--- src/rtl/fp_mul_round_pack.sv ---
// Final stage of the binary32 multiplier: normalise, round-to-nearest-even, range check and pack.
// Two-stage valid/ready pipeline with full backpressure and sticky overflow/underflow flags.

package float_type;
  typedef enum logic [2:0] {
    VALID             = 3'd0,
    OVERFLOW          = 3'd1,
    UNDERFLOW         = 3'd2,
    NaN               = 3'd3,
    positive_infinity = 3'd4,
    negative_infinity = 3'd5
  } type_of_float;
endpackage

module fp_mul_round_pack
  import float_type::*;
#(
  parameter bit FLUSH_UNF = 1'b1
) (
  input  logic                     clk,
  input  logic                     rst_n,
  input  logic                     in_valid,
  output logic                     in_ready,
  input  logic [47:0]              in_mant,
  input  logic [9:0]               in_exp,
  input  logic                     in_sign,
  input  float_type::type_of_float in_class,
  output logic                     out_valid,
  input  logic                     out_ready,
  output logic [31:0]              out_data,
  output float_type::type_of_float out_class,
  input  logic                     flags_clr,
  output logic                     flag_ovf,
  output logic                     flag_unf
);

  // Handshake: a beat moves on valid & ready; a stage loads when it is empty or its
  // successor is taking its current beat, so in_ready sees out_ready combinationally.
  logic s1_valid_q, s2_valid_q;
  logic s1_load, s2_load;

  assign s2_load  = !s2_valid_q || out_ready;
  assign s1_load  = !s1_valid_q || s2_load;
  assign in_ready = s1_load;

  // Stage 1 state
  logic [22:0]        s1_frac_q, s1_frac_d;
  logic               s1_guard_q, s1_guard_d;
  logic               s1_sticky_q, s1_sticky_d;
  logic signed [10:0] s1_e_q, s1_e_d;
  logic               s1_sign_q;
  type_of_float       s1_class_q;
  logic               s1_zero_q, s1_zero_d;

  always_comb begin
    s1_frac_d   = in_mant[45:23];
    s1_guard_d  = in_mant[22];
    s1_sticky_d = |in_mant[21:0];
    if (in_mant[47]) begin
      s1_frac_d   = in_mant[46:24];
      s1_guard_d  = in_mant[23];
      s1_sticky_d = |in_mant[22:0];
    end
    s1_e_d    = {in_exp[9], in_exp} + {10'd0, in_mant[47]};
    s1_zero_d = (in_mant == 48'd0);
  end

  always_ff @(posedge clk or negedge rst_n) begin
    if (!rst_n) begin
      s1_valid_q  <= 1'b0;
      s1_frac_q   <= '0;
      s1_guard_q  <= 1'b0;
      s1_sticky_q <= 1'b0;
      s1_e_q      <= '0;
      s1_sign_q   <= 1'b0;
      s1_class_q  <= VALID;
      s1_zero_q   <= 1'b0;
    end else if (s1_load) begin
      s1_valid_q <= in_valid;
      if (in_valid) begin
        s1_frac_q   <= s1_frac_d;
        s1_guard_q  <= s1_guard_d;
        s1_sticky_q <= s1_sticky_d;
        s1_e_q      <= s1_e_d;
        s1_sign_q   <= in_sign;
        s1_class_q  <= in_class;
        s1_zero_q   <= s1_zero_d;
      end
    end
  end

  // Stage 2: round, then pick the result by class priority
  logic               round_up;
  logic [23:0]        rnd_sum;
  logic signed [10:0] e_rnd;
  logic               ovf_hit, unf_hit;
  logic [31:0]        out_data_q, out_data_d;
  type_of_float       out_class_q, out_class_d;

  always_comb begin
    round_up = s1_guard_q && (s1_sticky_q || s1_frac_q[0]);
    rnd_sum  = {1'b0, s1_frac_q} + {23'd0, round_up};
    // A carry out of the fraction means the significand became 2.0: the fraction bits are already zero.
    e_rnd    = s1_e_q + {10'd0, rnd_sum[23]};
    ovf_hit  = (e_rnd >= 11'sd255);
    // Only the flush-to-zero behaviour is implemented; there is no subnormal packing.
    unf_hit  = FLUSH_UNF && (e_rnd <= 11'sd0);

    out_data_d  = {s1_sign_q, e_rnd[7:0], rnd_sum[22:0]};
    out_class_d = VALID;
    if (s1_class_q == NaN) begin
      out_data_d  = 32'h7FC0_0000;
      out_class_d = NaN;
    end else if (s1_class_q == positive_infinity) begin
      out_data_d  = 32'h7F80_0000;
      out_class_d = positive_infinity;
    end else if (s1_class_q == negative_infinity) begin
      out_data_d  = 32'hFF80_0000;
      out_class_d = negative_infinity;
    end else if (s1_class_q == OVERFLOW || ovf_hit) begin
      out_data_d  = {s1_sign_q, 8'hFF, 23'h0};
      out_class_d = OVERFLOW;
    end else if (s1_class_q == UNDERFLOW || unf_hit) begin
      out_data_d  = {s1_sign_q, 31'h0};
      out_class_d = UNDERFLOW;
    end else if (s1_zero_q) begin
      out_data_d  = {s1_sign_q, 31'h0};
      out_class_d = VALID;
    end
  end

  always_ff @(posedge clk or negedge rst_n) begin
    if (!rst_n) begin
      s2_valid_q  <= 1'b0;
      out_data_q  <= 32'h0;
      out_class_q <= VALID;
    end else if (s2_load) begin
      s2_valid_q <= s1_valid_q;
      if (s1_valid_q) begin
        out_data_q  <= out_data_d;
        out_class_q <= out_class_d;
      end
    end
  end

  assign out_valid = s2_valid_q;
  assign out_data  = out_data_q;
  assign out_class = out_class_q;

  // Sticky flags: a delivery in the same cycle as a clear keeps the flag set.
  logic flag_ovf_q, flag_ovf_d;
  logic flag_unf_q, flag_unf_d;
  logic out_fire;

  always_comb begin
    out_fire   = s2_valid_q && out_ready;
    flag_ovf_d = flags_clr ? 1'b0 : flag_ovf_q;
    flag_unf_d = flags_clr ? 1'b0 : flag_unf_q;
    if (out_fire && out_class_q == OVERFLOW)  flag_ovf_d = 1'b1;
    if (out_fire && out_class_q == UNDERFLOW) flag_unf_d = 1'b1;
  end

  always_ff @(posedge clk or negedge rst_n) begin
    if (!rst_n) begin
      flag_ovf_q <= 1'b0;
      flag_unf_q <= 1'b0;
    end else begin
      flag_ovf_q <= flag_ovf_d;
      flag_unf_q <= flag_unf_d;
    end
  end

  assign flag_ovf = flag_ovf_q;
  assign flag_unf = flag_unf_q;

endmodule
--- config.mk ---
export PLATFORM = sky130hd
export DESIGN_NAME = fp_mul_round_pack
export DESIGN_NICKNAME = d
export VERILOG_FILES = /design/src/rtl/fp_mul_round_pack.sv
export SDC_FILE = /design/constraint.sdc
export NUM_CORES = 1
export LEC_CHECK = 0
export BUFFER_PORTS_ARGS = -buffer_cell sky130_fd_sc_hd__buf_4
export CORE_MARGIN = 2
export CORE_UTILIZATION = 25
export CTS_CLUSTER_SIZE = 12
export DETAILED_ROUTE_END_ITERATION = 6
export PLACE_DENSITY = 0.49
export SETUP_SLACK_MARGIN = 0.2
export SLEW_MARGIN = 40
export SYNTH_ARGS = -nofsm -noshare
export SYNTH_HDL_FRONTEND = slang
export SYNTH_SLANG_ARGS = --single-unit
--- constraint.sdc ---
create_clock -name clk -period 3.6 [get_ports clk]
set_input_delay 0.72 -clock clk [delete_from_list [all_inputs] [get_ports clk]]
set_output_delay 0.72 -clock clk [all_outputs]
set_load 0.02 [all_outputs]
Word level (Yosys, flattened, before mapping). Cells that the tools add are included.

Bits of input ports: 67. Output and inout port bits: 39. Bits in latches: 0. Memory bits (writable): 0. Register bits: 80. ROM bits: 0. Memories kept: 0. Word-level logic and storage cells: 60.

Shift-type cells: 0. Divide/modulo/power cells: 0. Multipliers: 0. Eq/ne operators: 7. Mux-type cells: 17. Bitwise logic cells: 0. Reduce and logical (&&, ||, !) cells: 18. Order comparisons: 2. Add/subtract/negate cells: 3.

Operator list (number): 32-bit 2-to-1 mux (3); 31-bit 2-to-1 mux (3); 48-bit logical NOT (1); 23-bit by 1-bit adder with 24-bit output (1); 23-bit 2-to-1 mux (1); 23-bit OR reduction (1); 22-bit OR reduction (1); 10-bit by 2-bit adder with 11-bit output (1); 11-bit by 1-bit adder with 11-bit output (1); 11-bit by 9-bit >= comparator with 1-bit output, second input constant (1); 11-bit by 1-bit less-or-equal comparator with 1-bit output, second input constant (1); 3-bit by 2-bit == test with 1-bit output, second input constant (3); 3-bit 2-to-1 mux (3); 3-bit by 1-bit == test with 1-bit output, second input constant (2); 3-bit == test, second input constant (2); 1-bit logical OR (5); 1-bit 2-to-1 mux (5); 1-bit logical AND (4); 2-bit 2-to-1 mux (2); 2-bit AND reduction (2); 2-bit nonzero test (2); 1-bit logical NOT (2).

Logic depth before layout (Yosys ltp). Gate-level depths: netlist of run 1.

Depth in word-level cells: 11. Gate-level depth with buffers: 15. Mapped depth without buffers: 13.

Least setup slack after synthesis of run 1. Ideal clock, no wire load.

Kind: reg2reg. Start: register s1_frac_q[9]. End: register out_data_q[0], in the netlist out_data[0]. Buffers on the path: 2. Path slack: -0.079 ns. Required time: 3.479 ns. Clock period less this slack: 3.679 ns. Data arrival time: 3.558 ns. Cell stages (with the launch flop): 15. Setup time: 0.121 ns. Cell sequence: dfrtp_1 > nand4_1 > nor4_1 > and2_1 > and3_1 > ha_1 > ha_1 > nand4_2 > nor4_2 > a211oi_1 > or4_4 > buf_6 > and2_4 > buf_6 > a32o_2.

Longest elaborated chain between the ends: 9. Elaborated cells on any way between the ends: 11. Those cells by class: add/sub: 2; order compare: 2; mux: 5; reduce/logical: 2.

RTL lines: start: declaration (RTL line 47) `logic [22:0] s1_frac_q, s1_frac_d;`; start signal: assignment (RTL line 81) `s1_frac_q <= s1_frac_d;`; 23-bit by 1-bit adder with 24-bit output * (RTL line 102) `rnd_sum = {1'b0, s1_frac_q} + {23'd0, round_up};`; 11-bit by 1-bit adder with 11-bit output * (RTL line 104) `e_rnd = s1_e_q + {10'd0, rnd_sum[23]};`; 11-bit by 1-bit less-or-equal comparator with 1-bit output (RTL line 107) `unf_hit = FLUSH_UNF && (e_rnd <= 11'sd0);`; 1-bit logical OR (RTL line 123) `end else if (s1_class_q == UNDERFLOW || unf_hit) begin`; 31-bit 2-to-1 mux (RTL line 123); 31-bit 2-to-1 mux * (RTL line 120) `end else if (s1_class_q == OVERFLOW || ovf_hit) begin`; 32-bit 2-to-1 mux * (RTL line 117) `end else if (s1_class_q == negative_infinity) begin`; 32-bit 2-to-1 mux * (RTL line 114) `end else if (s1_class_q == positive_infinity) begin`; 32-bit 2-to-1 mux * (RTL line 111) `if (s1_class_q == NaN) begin`; end signal: assignment (RTL line 140) `out_data_q <= out_data_d;`; end: declaration (RTL line 97) `logic [31:0] out_data_q, out_data_d;`.

Every way passes the cells marked *; elsewhere a longest branch is shown, timed or not. A chain may end at the register's enable or synchronous reset.

Final worst setup path of run 1.
Start: register s1_frac_q[0]. End: register out_data_q[3], in the netlist out_data[3].

Longest elaborated chain between the ends: 11. Elaborated cells on any way between the ends: 14. Those cells by class: add/sub: 2; order compare: 2; mux: 6; reduce/logical: 4.

RTL lines: 1-bit logical OR (RTL line 101) `round_up = s1_guard_q && (s1_sticky_q || s1_frac_q[0]);`; 1-bit logical AND (RTL line 101); 23-bit by 1-bit adder with 24-bit output * (RTL line 102); 11-bit by 1-bit adder with 11-bit output (RTL line 104); 11-bit by 1-bit less-or-equal comparator with 1-bit output (RTL line 107); 1-bit logical OR (RTL line 123); 31-bit 2-to-1 mux (RTL line 123); 31-bit 2-to-1 mux * (RTL line 120); 32-bit 2-to-1 mux * (RTL line 117); 32-bit 2-to-1 mux * (RTL line 114); 32-bit 2-to-1 mux * (RTL line 111).

Marked as above.

==> results.json, run 1 <==
{
  "nFillCells": 1727,
  "antenna-diode-count": 0,
  "boundaryPins": 106,
  "post_drt_wl_per_cell_um": 15.9,
  "tightest_slew_ns": 0.799,
  "rsz0062_at_grt": "true",
  "place_ws_ns": 0.0414,
  "synth_flop_cell": "dfrtp_1",
  "rrSetupSlack_ns": 0.29,
  "drc": 0,
  "finalWorstSetupSlack_ns": 0.290,
  "cts_buffers": 9,
  "hpwl_um": 9340,
  "r2r-start": "s1_frac_q[0]",
  "cts_sinks": 80,
  "startpoint": "s1_frac_q[0]",
  "grt.overflow.total": 0,
  "setup.worst_path.end_class": "register",
  "wirelength_um": 12500,
  "grt_max_degree": 81,
  "drt_first_pass_iters": 5,
  "vias": 3762,
  "status": "finished, final reports clean",
  "ys_seq_area_frac": 0.462,
  "hold_viol_final": 0,
  "register_area_um2": 2000,
  "cts_tree": "built",
  "synth_nets": 514,
  "fin_setup_tns_ns": 0,
  "h-tree-depth": 3,
  "syn_to_final_growth_pct": 35.7,
  "grt_usage": 0.137,
  "power_density_nw_per_um2": 496,
  "layout_common_cells": "buf_4, dfrtp_1, nand2_1",
  "worstPathRequired_ns": 3.83,
  "slowest_stage": "or4_4",
  "clk_path_buf_depth": 2,
  "ys_ff_latch": 80,
  "final_layout_size_suffix_gt1_frac": 0.314,
  "critPathMaxFanout": 10,
  "critPathArrivalTime_ns": 3.54,
  "grt_pass1_wl_um": 19800,
  "fin_crit_sh": 0.919,
  "critPathKind": "reg -> reg",
  "layout_commonest_cell": "buf_4",
  "p_leak_nw": 2.59,
  "multiInputGateArea_um2": 2320,
  "r2r_cells": 13,
  "antenna_found_initial": 0,
  "synthCells": 441,
  "core_um2": 17100,
  "fin_worst_skew_ns": 0.00559,
  "maxSlewViolCount": 0,
  "async_flop_share": 1.00,
  "hold_ws_ns": 0.421,
  "slew_headroom": 0.465,
  "synth-edff-count": 0,
  "die_w_um": 136,
  "slowest_delay_ns": 0.55,
  "fp-row-count": 48,
  "die-area_um2": 18400,
  "startpoint_type": "register",
  "final_nets": 626,
  "io_buffers": 105,
  "detail_route.iter0.violations": 192,
  "ant_nets": 0,
  "setup_violations": 0,
  "syn_area_um2": 4340,
  "die_h_um": 136,
  "crit_chain": "o21a_1 -> ha_2 -> and4_4 -> and2_4 -> and3_4 -> ha_4 -> ha_4 -> and4_2 -> a21oi_1 -> a211oi_2 -> or4_4 -> and2_4 -> a32o_1",
  "first_global_vias": 3765,
  "synth.avg_cell_area_um2": 9.83,
  "maxCapViolCount": 0,
  "cp-endpoint": "out_data[3]",
  "viasPerCell": 4.81,
  "vdd_drop_max_mv": 0.211,
  "fin_crit_ns": 3.31,
  "place.gp.congestion": 0.865,
  "initial_utilization": 0.253,
  "hold_class": "in -> async",
  "yosysWarningCount": 0,
  "timing.rr.end": "out_data[3]",
  "ys_types": 53,
  "cts.clk_slew.worst_paths_ns": 0.06,
  "total_power_mw": 2.92,
  "clk_latency_ns": 0.34,
  "root_buffer": "clkbuf_16",
  "max_freq_ghz": 0.302
}
[where the power goes]
group	switching, mW	internal, mW	total (mW)
clock network	0.348	0.640	0.988
registers	0.144	1.04	1.18
logic	0.410	0.343	0.753
total	0.901	2.02	2.92
[what timing repair did]
action                                  in CTS  in global routing
setup buffers                                6                  2
pin swaps                                    7                  5
hold buffers                                 0                  0
endpoints found under the setup margin      29                 32
cloned                                       3                  1
gates resized for setup                      8                  9
[synth_stat cells (2+ instances only)]
cell       n  area, um^2
a211oi_1   2        15.0
a21oi_1   15        75.1
a32o_1    18         180
a32o_2     2        22.5
and2_1     2        12.5
and3_1     7        43.8
buf_4      2        15.0
buf_6      5        56.3
clkbuf_1  17        63.8
dfrtp_1   80        2000
ha_1       6        75.1
inv_1      7        26.3
mux2_2     6        67.6
mux2i_1   24         240
nand2_1   57         214
nand2b_1   4        25.0
nand3_1   22         110
nand3b_1   5        37.5
nand4_1   10        62.6
nor2_1    23        86.3
nor2b_1    2        12.5
nor3_1     5        25.0
nor4_1    12        75.1
o21a_1     2        15.0
o21ai_0   40         200
o221ai_1   2        17.5
o31ai_1    2        15.0
o32ai_1    3        26.3
or3_2      2        15.0
xnor2_1   23         201
xor2_1    12         105
[kinds of logic after synthesis]
| logic type | Yosys count | synth area share |
|---|---|---|
| AND/OR/NAND/NOR | 161 | 0.189 |
| multiplexers | 30 | 0.0710 |
| buffers and inverters | 33 | 0.0392 |
| AO/OA/AOI/OAI | 96 | 0.151 |
| flip-flops | 80 | 0.462 |
| adder cells (fa/ha/maj) | 6 | 0.0173 |
| XOR/XNOR | 35 | 0.0707 |
[per-layer routing]
| metal | share of wire | global-route usage | up-vias |
|---|---|---|---|
| li1 | - | - | 1848 |
| met1 | 0.46 | 0.180 | 1785 |
| met2 | 0.47 | 0.227 | 108 |
| met3 | 0.049 | 0.0277 | 21 |
| met4 | 0.020 | 0.0417 | 0 |
| met5 | 0 | 0 | - |
[critical path: cells and delay by family (launching register included)]
family,cells,cell delay [ns]
AO/OA/AOI/OAI,4,0.70
adder cells (fa/ha/maj),3,0.54
flip-flops,1,0.39
AND/OR/NAND/NOR,6,1.58
[worst min path at each step]
stage          cells past startpoint  slack (ns)          from       endpoint
2_1_floorplan                      0        0.42         rst_n       flag_ovf
3_3_place_gp                       2        0.47    s1_guard_q     s1_guard_q
3_5_place_dp                       2        0.48  out_data[31]   out_data[31]
4_1_cts                            1        0.45         rst_n   out_data[15]
5_1_grt                            1        0.48         rst_n  s1_frac_q[12]
6_report                           1        0.42         rst_n   out_data[14]
[stage by stage]
step	cell area, um^2	cells	util
3_3_place_gp	5360	755	0.313
6_report	5890	782	0.344
4_1_cts	5810	779	0.339
2_1_floorplan	4360	441	-
5_1_grt	5890	782	0.344
3_5_place_dp	5370	755	0.313
[state kept, by name, summed over array words and instances (netlist names)]
signal	cells
s1_guard_q	1
s1_sign_q	1
flag_ovf	1
s1_sticky_q	1
out_data	32
flag_unf	1
s1_zero_q	1
s1_class_q	3
out_valid	1
s1_frac_q	23
s1_e_q	11
out_class	3
s1_valid_q	1
[final cells by class]
class / instances / area share
clock inverter: 3 / 0.0111
sequential: 80 / 0.340
inverter: 7 / 0.00446
tap: 225 / 0.0478
timing repair buffer: 123 / 0.158
multi-input combinational: 332 / 0.395
clock buffer: 12 / 0.0436
(Power assumes the default switching activity.)
==> run 2, diff against run 1 <==
Settings changed: CTS_BUF_LIST from default to sky130_fd_sc_hd__clkbuf_8.
==> run 2 against run 1 <==
  * Non-clock buffer count grew 3
  * Clock power shrank 25%
  * Core utilization is 0.25 points lower
  * Sequential power about the same
  * Clock-buffer cell count shrank 1
  * Via count is 0.29% higher
  * Flip-flop and latch count unchanged
  * Setup slack got worse by 0.023 ns
  * Wire length up 2.5%
  * Clock skew is 0.00066 ns higher
  * Hold slack got worse by 0.035 ns
  * Die area is the same
==> results.json, run 2 (same netlist as run 1, synthesis figures left out) <==
{
  "p_comb_frac": 0.289,
  "rrSetupSlack_ns": 0.27,
  "die_w_um": 136,
  "power_density_nw_per_um2": 463,
  "ant_nets": 0,
  "timing.rr.end": "out_data[1]",
  "boundaryPins": 106,
  "drt_first_pass_iters": 4,
  "cp-endpoint": "out_data[1]",
  "clk_path_buf_depth": 2,
  "startpoint_type": "register",
  "worstPathRequired_ns": 3.86,
  "nFillCells": 1743,
  "post_drt_wl_per_cell_um": 16.2,
  "netSwitchingPower_mw": 0.893,
  "slew_headroom": 0.458,
  "place.gp.congestion": 0.865,
  "grt_pass1_wl_um": 19500,
  "final_nets": 630,
  "postLayoutCellArea_um2": 5840,
  "antenna_found_initial": 0,
  "initial_utilization": 0.253,
  "critPathKind": "reg -> reg",
  "detail_route.iter0.violations": 220,
  "placed_area_um2": 5370,
  "hold_viol_final": 0,
  "final_layout_size_suffix_gt1_frac": 0.326,
  "vias": 3773,
  "r2r_cells": 13,
  "cts_sinks": 80,
  "cts_buffers": 9,
  "die_h_um": 136,
  "wirelength_um": 12800,
  "pwr-share-clk": 0.275,
  "cts_tree": "built",
  "clk_latency_ns": 0.36,
  "status": "finished, final reports clean",
  "layout_common_cells": "buf_4, dfrtp_1, nand2_1",
  "maxCapViolCount": 0,
  "hpwl_um": 9340,
  "max_freq_ghz": 0.300,
  "p_int_mw": 1.81,
  "rsz0062_at_grt": "true",
  "layout_commonest_cell": "buf_4",
  "syn_to_final_growth_pct": 34.7,
  "core_um2": 17100,
  "grt_usage": 0.135,
  "setup.worst_path.end_class": "register",
  "p_leak_nw": 2.58,
  "setup_violations": 0,
  "fin_worst_skew_ns": 0.00625,
  "startpoint": "s1_frac_q[0]",
  "cts.clk_slew.worst_paths_ns": 0.08,
  "fin_setup_tns_ns": 0,
  "io_buffers": 105,
  "r2r-start": "s1_frac_q[0]",
  "tightest_slew_ns": 0.810,
  "antenna-diode-count": 0,
  "fin_crit_ns": 3.33,
  "root_buffer": "clkbuf_8",
  "die-area_um2": 18400,
  "maxSlewViolCount": 0,
  "viasPerCell": 4.80,
  "grt.overflow.total": 0,
  "p_sw_frac": 0.330,
  "critPathMaxFanout": 7,
  "largest_register_ffs": 32,
  "first_global_vias": 3722,
  "pwr-share-seq": 0.436,
  "drc": 0,
  "fin_crit_sh": 0.926,
  "vdd_drop_max_mv": 0.160,
  "hold_class": "in -> async",
  "fp-row-count": 48,
  "grt_max_degree": 81,
  "critPathArrivalTime_ns": 3.59,
  "h-tree-depth": 3
}
run 2: cell type report:
cell class | count | area [um^2] | share of cell area
clock buffers | 11 | 151 | 0.0259
clock inverters | 4 | 68.8 | 0.0118
inverters | 7 | 26.3 | 0.00450
multi-input cells | 333 | 2360 | 0.404
flip-flops and latches | 80 | 2000 | 0.343
well taps | 225 | 282 | 0.0482
repair buffers | 126 | 953 | 0.163
run 2: how the worst min path moves through the flow:
stage	start	endpoint	slack, ns
after floorplan	rst_n	flag_ovf	0.42
after global placement	s1_guard_q	s1_guard_q	0.47
after detailed placement	out_data[31]	out_data[31]	0.48
after CTS	rst_n	out_data[15]	0.41
after global routing	rst_n	s1_frac_q[12]	0.44
final	rst_n	out_data[15]	0.39
run 2: per-stage QoR:
| stage | util | hold WS (ns) | setup slack (ns) | cells | power [mW] |
|---|---|---|---|---|---|
| 6_report | 0.341 | 0.386 | 0.267 | 786 | 2.71 |
| 5_1_grt | 0.341 | 0.438 | 0.143 | 786 | 2.86 |
| 4_1_cts | 0.330 | 0.412 | 0.197 | 776 | 2.67 |
| 3_5_place_dp | 0.313 | 0.481 | 0.0414 | 755 | 1.90 |
| 3_3_place_gp | 0.313 | 0.469 | 0.146 | 755 | 1.89 |
| 2_1_floorplan | - | 0.424 | 0.205 | 441 | 1.57 |
run 2: metal layers:
metal	GRT usage	routed length, um
met5	0	0
met4	0.0440	216
met3	0.0292	600
met2	0.220	6050
met1	0.179	5900
run 2: worst max-delay path, stage by stage, from the launching register on:
cell and delay [ns]:
dfrtp_1 0.39, o21a_1 0.21, ha_4 0.17, and4_4 0.18, and2_4 0.15, and3_4 0.18
ha_4 0.17, ha_4 0.18, and4_2 0.25, a21oi_1 0.17, a211oi_2 0.10, or4_4 0.60
and2_4 0.22, a32o_2 0.26
run 2: repair_timing:
action	in CTS	in global routing
hold buffers	0	0
setup endpoints to repair	29	32
setup buffers	5	6
resized for setup	4	22
pin swaps	3	11
cloned	1	4
run 2: power by group through the flow:
stage	registers [mW]	clock network [mW]	logic [mW]
finish	1.18	0.745	0.781
global placement	1.19	0	0.694
global route	1.20	0.803	0.849
floorplan	1.23	0	0.337
CTS	1.18	0.763	0.727
detailed placement	1.20	0	0.701
==> run 3, diff against run 2 <==
Settings changed: CORE_UTILIZATION 25 to 49, CTS_BUF_LIST sky130_fd_sc_hd__clkbuf_8 to default, PLACE_DENSITY 0.49 to 0.81.
==> run 3 against run 2 <==
  * Core utilization increased by 33 points
  * Total power shrank 2.7%
  * Sequential power is essentially flat
  * Sequential share of layout area grew 0.31 points
  * Die area is 48% lower
  * Global-route usage increased by 10 points
  * Via count grew 7.3%
  * Hold slack improved by 0.0081 ns
  * Setup slack lost 0.051 ns
  * First-iteration DRC count is 46% higher
  * Critical endpoint is now out_data[19]
==> results.json, run 3 (same netlist as run 1, synthesis figures left out) <==
{
  "status": "finished, final reports clean",
  "die_w_um": 98.1,
  "pwr-share-clk": 0.247,
  "boundaryPins": 106,
  "tightest_slew_ns": 0.770,
  "critPathKind": "reg -> reg",
  "final_layout_size_suffix_gt1_frac": 0.356,
  "vdd_drop_max_mv": 0.197,
  "layout_commonest_cell": "buf_4",
  "fin_crit_sh": 0.940,
  "drc": 0,
  "ant_nets": 0,
  "grt_usage": 0.240,
  "startpoint_type": "register",
  "p_leak_nw": 2.61,
  "largest_register_ffs": 32,
  "maxCapViolCount": 0,
  "final_nets": 637,
  "timing.rr.end": "out_data[19]",
  "clk_latency_ns": 0.36,
  "cts.clk_slew.worst_paths_ns": 0.08,
  "vias": 4047,
  "rrSetupSlack_ns": 0.22,
  "drt_first_pass_iters": 5,
  "syn_to_final_growth_pct": 33.6,
  "rsz0062_at_grt": "true",
  "fin_crit_ns": 3.38,
  "r2r-start": "s1_frac_q[9]",
  "place.gp.congestion": 0.939,
  "die-area_um2": 9620,
  "io_buffers": 105,
  "finalWorstSetupSlack_ns": 0.216,
  "place_ws_ns": -0.0737,
  "critPathArrivalTime_ns": 3.67,
  "critPathMaxFanout": 6,
  "worstPathRequired_ns": 3.89,
  "setup.worst_path.end_class": "register",
  "fp-row-count": 34,
  "nFillCells": 656,
  "p_comb_frac": 0.300,
  "crit_chain": "nand4_1 -> nor4_2 -> and2_4 -> and3_4 -> ha_4 -> ha_4 -> and4_4 -> nand4_1 -> xnor2_2 -> buf_4 -> a211oi_4 -> and2_4 -> a32o_1",
  "r2r_cells": 13,
  "power_density_nw_per_um2": 454,
  "fin_worst_skew_ns": 0.0123,
  "clk_path_buf_depth": 2,
  "pwr-share-seq": 0.452,
  "grt_pass1_wl_um": 18500,
  "detail_route.iter0.violations": 321,
  "hold_buffers": 0,
  "slowest_delay_ns": 0.41,
  "antenna_found_initial": 0,
  "slew_headroom": 0.487,
  "viasPerCell": 5.99,
  "antenna-diode-count": 0,
  "hold_viol_final": 0,
  "slowest_stage": "dfrtp_2",
  "core_um2": 8640,
  "h-tree-depth": 3,
  "hpwl_um": 8130,
  "netSwitchingPower_mw": 0.893,
  "grt_max_degree": 81,
  "p_sw_frac": 0.339,
  "wirelength_um": 11800,
  "max_freq_ghz": 0.295,
  "setup_violations": 0,
  "layout_common_cells": "buf_4, dfrtp_1, nand2_1",
  "hold_class": "in -> async",
  "grt.overflow.total": 0,
  "cts_tree": "built",
  "cts_buffers": 9,
  "maxSlewViolCount": 0,
  "initial_utilization": 0.502,
  "post_drt_wl_per_cell_um": 17.5,
  "first_global_vias": 3802,
  "root_buffer": "clkbuf_8",
  "p_int_mw": 1.74,
  "fin_setup_tns_ns": 0,
  "die_h_um": 98.1,
  "cts_sinks": 80
}
-- run 3: changes by cell type in the layout (fill, tap and decap cells not counted), sizes merged --
cell,change
clkbuf,+1
buf,+6
inv,-1
o221a,+1
bufinv,-1
clkinvlp,+1
-- run 3: layout make-up --
type,instances,area (um^2),area share
Clock inverter,3,42.5,0.00734
Timing Repair Buffer,132,998,0.172
Sequential cell,80,2000,0.346
Clock buffer,12,145,0.0250
Tap cell,108,135,0.0233
Multi-Input combinational cell,334,2440,0.422
Inverter,7,26.3,0.00453
-- run 3: how the worst max path moves through the flow --
stage	startpoint	to	slack (ns)	cells past startpoint
after global routing	s1_frac_q[9]	out_class[1]	0.09	13
after detailed placement	s1_frac_q[0]	out_data[1]	-0.07	13
after CTS	s1_frac_q[0]	out_data[1]	0.22	13
after floorplan	s1_frac_q[0]	out_data[0]	0.21	15
after global placement	s1_frac_q[0]	out_data[1]	0.16	13
final	s1_frac_q[9]	out_data[19]	0.22	13
-- run 3: through the flow --
stage / instance area (um^2) / cells / utilization / hold WS, ns / power, mW
6_report: 5790 / 676 / 0.671 / 0.394 / 2.63
4_1_cts: 5560 / 659 / 0.644 / 0.422 / 2.57
3_3_place_gp: 5210 / 637 / 0.603 / 0.468 / 1.85
5_1_grt: 5790 / 676 / 0.671 / 0.441 / 2.76
3_5_place_dp: 5210 / 637 / 0.603 / 0.474 / 1.88
2_1_floorplan: 4360 / 441 / - / 0.424 / 1.57
-- run 3: power groups by stage --
stage | Sequential [mW] | Combinational, mW | Clock [mW]
6_report | 1.19 | 0.791 | 0.651
2_1_floorplan | 1.23 | 0.337 | 0
3_3_place_gp | 1.18 | 0.669 | 0
4_1_cts | 1.18 | 0.730 | 0.655
5_1_grt | 1.21 | 0.858 | 0.697
3_5_place_dp | 1.19 | 0.682 | 0
-- run 3: critical path, delay by kind of cell (launching register included) --
kind,cells,cell delay [ns]
xor gates and xnor gates,1,0.19
AOI/OAI and AO/OA,2,0.58
buffers and inverters,1,0.16
DFF,1,0.41
adders and majority gates,2,0.31
and+or+nand+nor,7,1.65
-- run 3: timing repair --
action | 4_1_cts | 5_1_grt
gates resized for setup | 18 | 23
endpoints found under the setup margin | 32 | 32
cloned | 5 | 1
pin swaps | 8 | 37
setup buffers | 2 | 16
-- run 3: metal layers --
layer  part of all wire  up-vias  wire length (um)  GRT usage
met5                  0        -                 0          0
met4              0.028        0               329     0.0791
met3              0.082       29               972     0.0551
met2               0.48      206              5690      0.385
met1               0.41     1940              4860      0.324
li1                   -     1872                 -          -
